`src/rtl/ppu_dma_pkg.sv`:
```
// rtl/ppu_dma_pkg.sv - shared types and constants for the PPU SDRAM-to-VRAM DMA
//
// Purpose: state encoding and bus widths used by ppu_sdram_dma and ppu_dma_beat_packer.
// Ports:   none (package).
package ppu_dma_pkg;

    typedef enum logic [1:0] {
        ST_IDLE      = 2'd0,
        ST_REQ       = 2'd1,
        ST_WAIT_DATA = 2'd2,
        ST_DONE      = 2'd3
    } dma_state_t;

    localparam int BURST_MAX_DEFAULT = 64;   // beats per Avalon burst
    localparam int BC_W              = 8;    // Avalon burstcount width
    localparam int BEAT_W            = 64;   // f2h_sdram0 data width
    localparam int WORD_W            = 128;  // VRAM word width (two beats)

endpackage

```
`src/rtl/ppu_dma_beat_packer.sv`:
```
// rtl/ppu_dma_beat_packer.sv - pairs 64-bit SDRAM beats into 128-bit VRAM words
//
// Purpose: even beat is held in a pairing register; the odd beat completes the word and
//          raises o_wren for one cycle with o_wrdata = {odd, even}.
// Ports:
//   i_clk, i_reset   clock, synchronous active-high reset
//   i_clear          re-align the even/odd toggle (new transfer)
//   i_valid, i_data  beat to pack
//   o_wren           one-cycle VRAM write strobe
//   o_wrdata         {odd beat, even beat}
module ppu_dma_beat_packer
    import ppu_dma_pkg::*;
(
    input  logic              i_clk,
    input  logic              i_reset,
    input  logic              i_clear,
    input  logic              i_valid,
    input  logic [BEAT_W-1:0] i_data,
    output logic              o_wren,
    output logic [WORD_W-1:0] o_wrdata
);

    logic              r_odd;
    logic [BEAT_W-1:0] r_even;
    logic              r_wren;
    logic [WORD_W-1:0] r_wrdata;

    always_ff @(posedge i_clk) begin
        if (i_reset) begin
            r_odd    <= 1'b0;
            r_even   <= '0;
            r_wren   <= 1'b0;
            r_wrdata <= '0;
        end else begin
            r_wren <= 1'b0;
            if (i_clear) begin
                r_odd <= 1'b0;
            end else if (i_valid) begin
                if (r_odd) begin
                    r_wrdata <= {i_data, r_even};
                    r_wren   <= 1'b1;
                    r_odd    <= 1'b0;
                end else begin
                    r_even <= i_data;
                    r_odd  <= 1'b1;
                end
            end
        end
    end

    assign o_wren   = r_wren;
    assign o_wrdata = r_wrdata;

endmodule

```
`src/rtl/ppu_sdram_dma.sv`:
```
// rtl/ppu_sdram_dma.sv - Avalon-MM burst-read DMA copying an SDRAM image into PPU VRAM
//
// Purpose: issues one outstanding burst at a time on f2h_sdram0, packs beat pairs into
//          128-bit VRAM writes and pulses o_done_irq when the last word is written.
// Optional feature macro: PPU_SDRAM_DMA_ABORT_EN adds i_abort / o_aborted.
// Ports:
//   i_clk, i_reset                     clock, synchronous active-high reset
//   i_start                            1-cycle start pulse, ignored unless idle
//   i_src_base / i_vram_base           SDRAM (64-bit words) / VRAM (128-bit words) start
//   i_xfer_len                         length in 128-bit words (0..2^VRAM_AW)
//   i_abort / o_aborted                abort pulse / sticky abort flag (macro only)
//   o_sdram_address/burstcount/read    Avalon read command
//   i_sdram_waitrequest                Avalon stall
//   i_sdram_readdata/readdatavalid     Avalon read beats
//   o_vram_wraddr/wren/wrdata          VRAM write port
//   o_busy, o_done_irq                 status
module ppu_sdram_dma
    import ppu_dma_pkg::*;
#(
    parameter int SDRAM_AW  = 29,
    parameter int BURST_MAX = BURST_MAX_DEFAULT,
    parameter int VRAM_AW   = 12
) (
    input  logic                i_clk,
    input  logic                i_reset,
    input  logic                i_start,
    input  logic [SDRAM_AW-1:0] i_src_base,
    input  logic [VRAM_AW-1:0]  i_vram_base,
    input  logic [VRAM_AW:0]    i_xfer_len,
`ifdef PPU_SDRAM_DMA_ABORT_EN
    input  logic                i_abort,
    output logic                o_aborted,
`endif
    output logic [SDRAM_AW-1:0] o_sdram_address,
    output logic [BC_W-1:0]     o_sdram_burstcount,
    output logic                o_sdram_read,
    input  logic                i_sdram_waitrequest,
    input  logic [BEAT_W-1:0]   i_sdram_readdata,
    input  logic                i_sdram_readdatavalid,
    output logic [VRAM_AW-1:0]  o_vram_wraddr,
    output logic                o_vram_wren,
    output logic [WORD_W-1:0]   o_vram_wrdata,
    output logic                o_busy,
    output logic                o_done_irq
);

    // Two beats per word, so the beat budget needs one more bit than xfer_len.
    localparam int BL_W = VRAM_AW + 2;

    dma_state_t          r_state;
    dma_state_t          w_next;
    logic [SDRAM_AW-1:0] r_addr;
    logic [BC_W-1:0]     r_bc;
    logic [BC_W-1:0]     r_burst_rem;
    logic [BC_W-1:0]     w_bc_next;
    logic [BL_W-1:0]     r_beats_left;   // beats not yet requested
    logic [BL_W-1:0]     w_bc_src;
    logic [VRAM_AW-1:0]  r_wraddr;
    logic                r_busy;
    logic                r_done_irq;
    logic                r_abort_flag;
    logic                w_start_ok;
    logic                w_accept;
    logic                w_beat;
    logic                w_burst_end;
    logic                w_abort;
    logic                w_pack_valid;
    logic                w_pack_wren;

`ifdef PPU_SDRAM_DMA_ABORT_EN
    assign w_abort = i_abort & ((r_state == ST_REQ) | (r_state == ST_WAIT_DATA));
`else
    assign w_abort = 1'b0;
`endif

    assign w_start_ok  = (r_state == ST_IDLE) & i_start;
    assign w_accept    = (r_state == ST_REQ) & ~i_sdram_waitrequest;
    assign w_beat      = (r_state == ST_WAIT_DATA) & i_sdram_readdatavalid;
    assign w_burst_end = w_beat & (r_burst_rem == BC_W'(1));

    // Once aborted, beats are still counted (drained) but never reach VRAM.
    assign w_pack_valid = w_beat & ~r_abort_flag & ~w_abort;

    // Next burst length: at start from the fresh length, afterwards from what is left.
    assign w_bc_src  = w_start_ok ? {i_xfer_len, 1'b0} : r_beats_left;
    assign w_bc_next = (w_bc_src > BL_W'(BURST_MAX)) ? BC_W'(BURST_MAX) : BC_W'(w_bc_src);

    always_ff @(posedge i_clk) begin
        if (i_reset) begin
            r_state <= ST_IDLE;
        end else begin
            r_state <= w_next;
        end
    end

    always_comb begin
        w_next       = r_state;
        o_sdram_read = 1'b0;
        case (r_state)
            ST_IDLE: begin
                if (i_start) begin
                    w_next = (i_xfer_len == '0) ? ST_DONE : ST_REQ;
                end
            end
            ST_REQ: begin
                o_sdram_read = 1'b1;
                // An accepted request must be drained even if abort arrives with it.
                if (w_accept) begin
                    w_next = ST_WAIT_DATA;
                end else if (w_abort) begin
                    w_next = ST_DONE;
                end
            end
            ST_WAIT_DATA: begin
                if (w_burst_end) begin
                    w_next = ((r_beats_left != '0) && !r_abort_flag && !w_abort) ? ST_REQ : ST_DONE;
                end
            end
            ST_DONE: begin
                w_next = ST_IDLE;
            end
            default: begin
                w_next = ST_IDLE;
            end
        endcase
    end

    always_ff @(posedge i_clk) begin
        if (i_reset) begin
            r_addr       <= '0;
            r_bc         <= '0;
            r_burst_rem  <= '0;
            r_beats_left <= '0;
            r_wraddr     <= '0;
            r_busy       <= 1'b0;
            r_done_irq   <= 1'b0;
            r_abort_flag <= 1'b0;
        end else begin
            r_done_irq <= 1'b0;

            if (w_start_ok) begin
                r_addr       <= i_src_base;
                r_wraddr     <= i_vram_base;
                r_beats_left <= {i_xfer_len, 1'b0};
                r_bc         <= w_bc_next;
                r_busy       <= 1'b1;
                r_abort_flag <= 1'b0;
            end

            if (w_abort) begin
                r_abort_flag <= 1'b1;
            end

            if (w_accept) begin
                r_beats_left <= r_beats_left - BL_W'(r_bc);
                r_burst_rem  <= r_bc;
            end

            if (w_beat) begin
                r_burst_rem <= r_burst_rem - BC_W'(1);
            end

            // Address advance wraps naturally at 2^SDRAM_AW.
            if (w_burst_end && (r_beats_left != '0)) begin
                r_addr <= r_addr + SDRAM_AW'(r_bc);
                r_bc   <= w_bc_next;
            end

            if (w_pack_wren) begin
                r_wraddr <= r_wraddr + VRAM_AW'(1);
            end

            if (r_state == ST_DONE) begin
                r_done_irq <= 1'b1;
                r_busy     <= 1'b0;
            end
        end
    end

`ifdef PPU_SDRAM_DMA_ABORT_EN
    logic r_aborted;

    always_ff @(posedge i_clk) begin
        if (i_reset) begin
            r_aborted <= 1'b0;
        end else if (w_start_ok) begin
            r_aborted <= 1'b0;
        end else if (r_state == ST_DONE) begin
            r_aborted <= r_abort_flag;
        end
    end

    assign o_aborted = r_aborted;
`endif

    ppu_dma_beat_packer u_packer (
        .i_clk    (i_clk),
        .i_reset  (i_reset),
        .i_clear  (w_start_ok),
        .i_valid  (w_pack_valid),
        .i_data   (i_sdram_readdata),
        .o_wren   (w_pack_wren),
        .o_wrdata (o_vram_wrdata)
    );

    assign o_sdram_address    = r_addr;
    assign o_sdram_burstcount = r_bc;
    assign o_vram_wraddr      = r_wraddr;
    assign o_vram_wren        = w_pack_wren;
    assign o_busy             = r_busy;
    assign o_done_irq         = r_done_irq;

endmodule

```
`config.mk`:
```
export PLATFORM = sky130hd
export DESIGN_NAME = ppu_sdram_dma
export DESIGN_NICKNAME = d
export VERILOG_FILES = /design/src/rtl/ppu_dma_pkg.sv /design/src/rtl/ppu_dma_beat_packer.sv /design/src/rtl/ppu_sdram_dma.sv
export SDC_FILE = /design/constraint.sdc
export NUM_CORES = 1
export LEC_CHECK = 0
export CORE_UTILIZATION = 49
export DETAILED_ROUTE_END_ITERATION = 12
export PLACE_DENSITY_LB_ADDON = 0.12
export SETUP_SLACK_MARGIN = 0.05
export SLEW_MARGIN = 20
export SYNTH_ARGS = -nofsm -noshare
export SYNTH_HDL_FRONTEND = slang
export SYNTH_SLANG_ARGS = --single-unit
```
`constraint.sdc`:
```
create_clock -name i_clk -period 3.21 [get_ports i_clk]
set_clock_uncertainty 0.05 [all_clocks]
set_input_delay 0.642 -clock i_clk [delete_from_list [all_inputs] [get_ports i_clk]]
set_output_delay 0.642 -clock i_clk [all_outputs]
set_load 0.02 [all_outputs]
```
==> flow_summary.ini <==
[status]
status = finished clean

[floorplanning]
start_util = 0.497
fp.dieH_microns = 153
io_pins = 304
die_w_microns = 153
coreArea_sq_um = 22600
dieArea_sq_um = 23500
num_rows = 55

[detailed_routing]
drc_errors = 0
ant_nets = 0
drtIter0Drc = 606
vias = 11200
first_pass_iters = 5
avgViaCountPerCell = 5.52
wl_microns = 33200
wl_per_cell_microns = 16.4

[clock_tree]
cts_resized = 0
h-tree-depth = 1
clkTransAtPathRegs_ns = 0.06
cts_buffers = 29
cts_tree = built
cts_hold_buf = 0
postCtsSetupBuffers = 0
worstSkewPairLatency_ns = 0.55
root_buffer = clkbuf_16
cts_sinks = 269
clk_path_buf_depth = 3

[cells_and_area]
nets = 1862
drive_above_1_share = 0.0517
fin_util = 0.689
area_growth_pct = 38.5

[global_route]
grt_antenna_before_repair = 1
grt_pass1_wl_microns = 52900
grt.total_usage = 0.272
grt_max_degree = 140
grt_pass1_vias = 10200
overflow = 0

[synth]
netlist_area_sq_um = 11200
synth_warnings = 0
yosysUniqueCellTypes = 61
synthFlopType = dfxtp_1
netlist_instances = 1453
synth-edff-count = 0
ys_seq_elements = 269
ys_seq_area_frac = 0.480
synthesis.nets = 1597
syn-mean-instance-area_sq_um = 7.73
async_flop_share = 0

[power_and_ir_drop]
p_seq_frac = 0.456
totalPowerFinal_uw = 7720
p_leak_uw = 0.00533
switching_share = 0.246
internal_power_uw = 5820
p_switching_uw = 1900
combPwrFrac = 0.112
power_frac_clock = 0.432
ir_drop_mv = 0.393
powerDensity_nw_per_um2 = 497

[sta]
drv_slew = 0
slew_headroom = 0.441
fin_crit_ns = 2.80
finalHoldViolCount = 0
rsz0062_at_grt = no
setup_violations = 0
worstMarginPinSlew_ns = 0.839
post-route-period-util = 0.871
fin_tns_setup_ns = 0
fmax_mhz = 358

[critical_path]
worst_setup_path_end_kind = flip-flop
reg2reg_depth = 10
critPathArrivalTime_ns = 3.21
r2r_end = o_sdram_address[20]
endpoint = o_sdram_address[20]
crit_type = flip-flop to flip-flop
worstPathMaxFanout = 7
r2r_start = o_sdram_burstcount[0]
cp-startpoint = o_sdram_burstcount[0]
required_ns = 3.63
rrSetupSlack_ns = 0.41
startpoint_type = flip-flop

[hold_path]
hold_path.class = flip-flop to flip-flop

[place]
dpl.hpwl_microns = 22300
gp_congestion = 0.935
io_buffer_count = 303

[job]
cap_viol_max_count = 0
-- power by group through the flow --
stage | clock (uW) | combinational (uW) | sequential, uW
after global placement | 0 | 847 | 3580
after global routing | 3530 | 946 | 3530
after CTS | 3390 | 865 | 3510
final | 3340 | 868 | 3520
after floorplan | 0 | 431 | 3610
after detailed placement | 0 | 856 | 3590
-- routing by layer --
metal,global-route usage,part of all wire
met2,0.432,0.46
met4,0.0986,0.029
met3,0.0649,0.077
met5,0,0
met1,0.360,0.44
-- cell usage after synthesis (8+ instances only) --
master,n,area [sq um]
nand4_1,13,81.3
and3_1,8,50.1
ha_1,19,238
or3_1,16,100
nand3_1,30,150
o211ai_1,9,67.6
a211oi_1,12,90.1
mux2i_1,8,80.1
nor3_1,27,135
a21oi_1,235,1180
a31oi_1,26,163
nand2_1,459,1720
inv_1,20,75.1
dfxtp_1,269,5390
o21a_1,8,60.1
nor2_1,64,240
a21o_1,9,67.6
or4_1,9,67.6
o311ai_0,8,70.1
clkbuf_1,84,315
o21ai_0,15,75.1
buf_1,9,33.8
-- per-stage QoR --
stage          std cells  setup slack (ns)  hold slack (ns)  cell area (sq um)
2_1_floorplan       1453             0.645            0.382              11200
3_3_place_gp        1972             0.172            0.386              14600
3_5_place_dp        1972            0.0638            0.391              14600
4_1_cts             2026             0.454            0.398              15500
5_1_grt             2027             0.262            0.415              15500
6_report            2027             0.415            0.395              15500
-- cell families (layout without fill, tap and decap cells) --
group,Yosys count,in the layout,share of synthesized area
AOI/OAI and AO/OA,361,361,0.188
xor gates and xnor gates,6,6,0.00468
adders and majority gates,21,21,0.0247
buffers and inverters,115,403,0.0387
DFF,269,269,0.480
muxes,9,9,0.00814
other,0,1,0
and+or+nand+nor,672,672,0.256
-- how the worst min path moves through the flow --
stage,from,end,depth (start not counted)
2_1_floorplan,u_packer.r_even[0],u_packer.o_wrdata[0],2
6_report,u_packer.r_even[49],u_packer.o_wrdata[49],2
3_5_place_dp,u_packer.r_even[18],u_packer.o_wrdata[18],2
4_1_cts,u_packer.r_even[18],u_packer.o_wrdata[18],2
3_3_place_gp,u_packer.r_even[25],u_packer.o_wrdata[25],2
5_1_grt,u_packer.r_even[17],u_packer.o_wrdata[17],2
-- flip-flops by register name (all words and copies together) (netlist names) --
register and flops:
r_burst_rem 8, o_sdram_address 29, o_vram_wraddr 12, o_sdram_burstcount 8, u_packer.o_wrdata 128, u_packer.r_odd 1
u_packer.r_even 64, r_state 2, u_packer.o_wren 1, r_beats_left 14, o_done_irq 1, o_busy 1
-- critical path, stage by stage, from the launching register on --
cell       delay [ns]
dfxtp_1          0.48
ha_1             0.24
inv_1            0.06
fa_1             0.38
nor2b_1          0.24
o2111ai_1        0.18
nand3_1          0.14
buf_4            0.16
nand4_1          0.24
or3_1            0.39
a31oi_1          0.16
-- cell usage in the layout (no fill, tap or decap), types with 7 or more instances in the layout --
cell type	netlist	layout
dfxtp_1	269	269
o21a_1	8	8
a21o_1	9	9
o21ai_0	15	15
nor2_1	64	63
clkdlybuf4s50_1	0	302
a31oi_1	26	26
a21oi_1	235	235
o311ai_0	8	8
nand3_1	30	30
nor3_1	27	27
clkbuf_1	84	10
mux2i_1	8	8
ha_1	19	19
inv_1	20	20
o211ai_1	9	9
clkbuf_16	0	29
buf_4	0	18
a211oi_1	12	12
buf_12	0	8
clkbuf_8	0	8
or4_1	9	9
nand4_1	13	13
and3_1	8	8
nor2b_1	7	7
nand2_1	459	458
or3_1	16	16
-- cell type report --
type,instances,area [sq um]
clock inverters,8,105
inverters,20,75.1
diodes,1,2.50
well taps,285,357
repair buffers,329,3330
flip-flops and latches,269,5390
multi-input cells,1069,5430
fillers,1882,7020
clock buffers,46,860
Power figures use the tool's default switching activity.
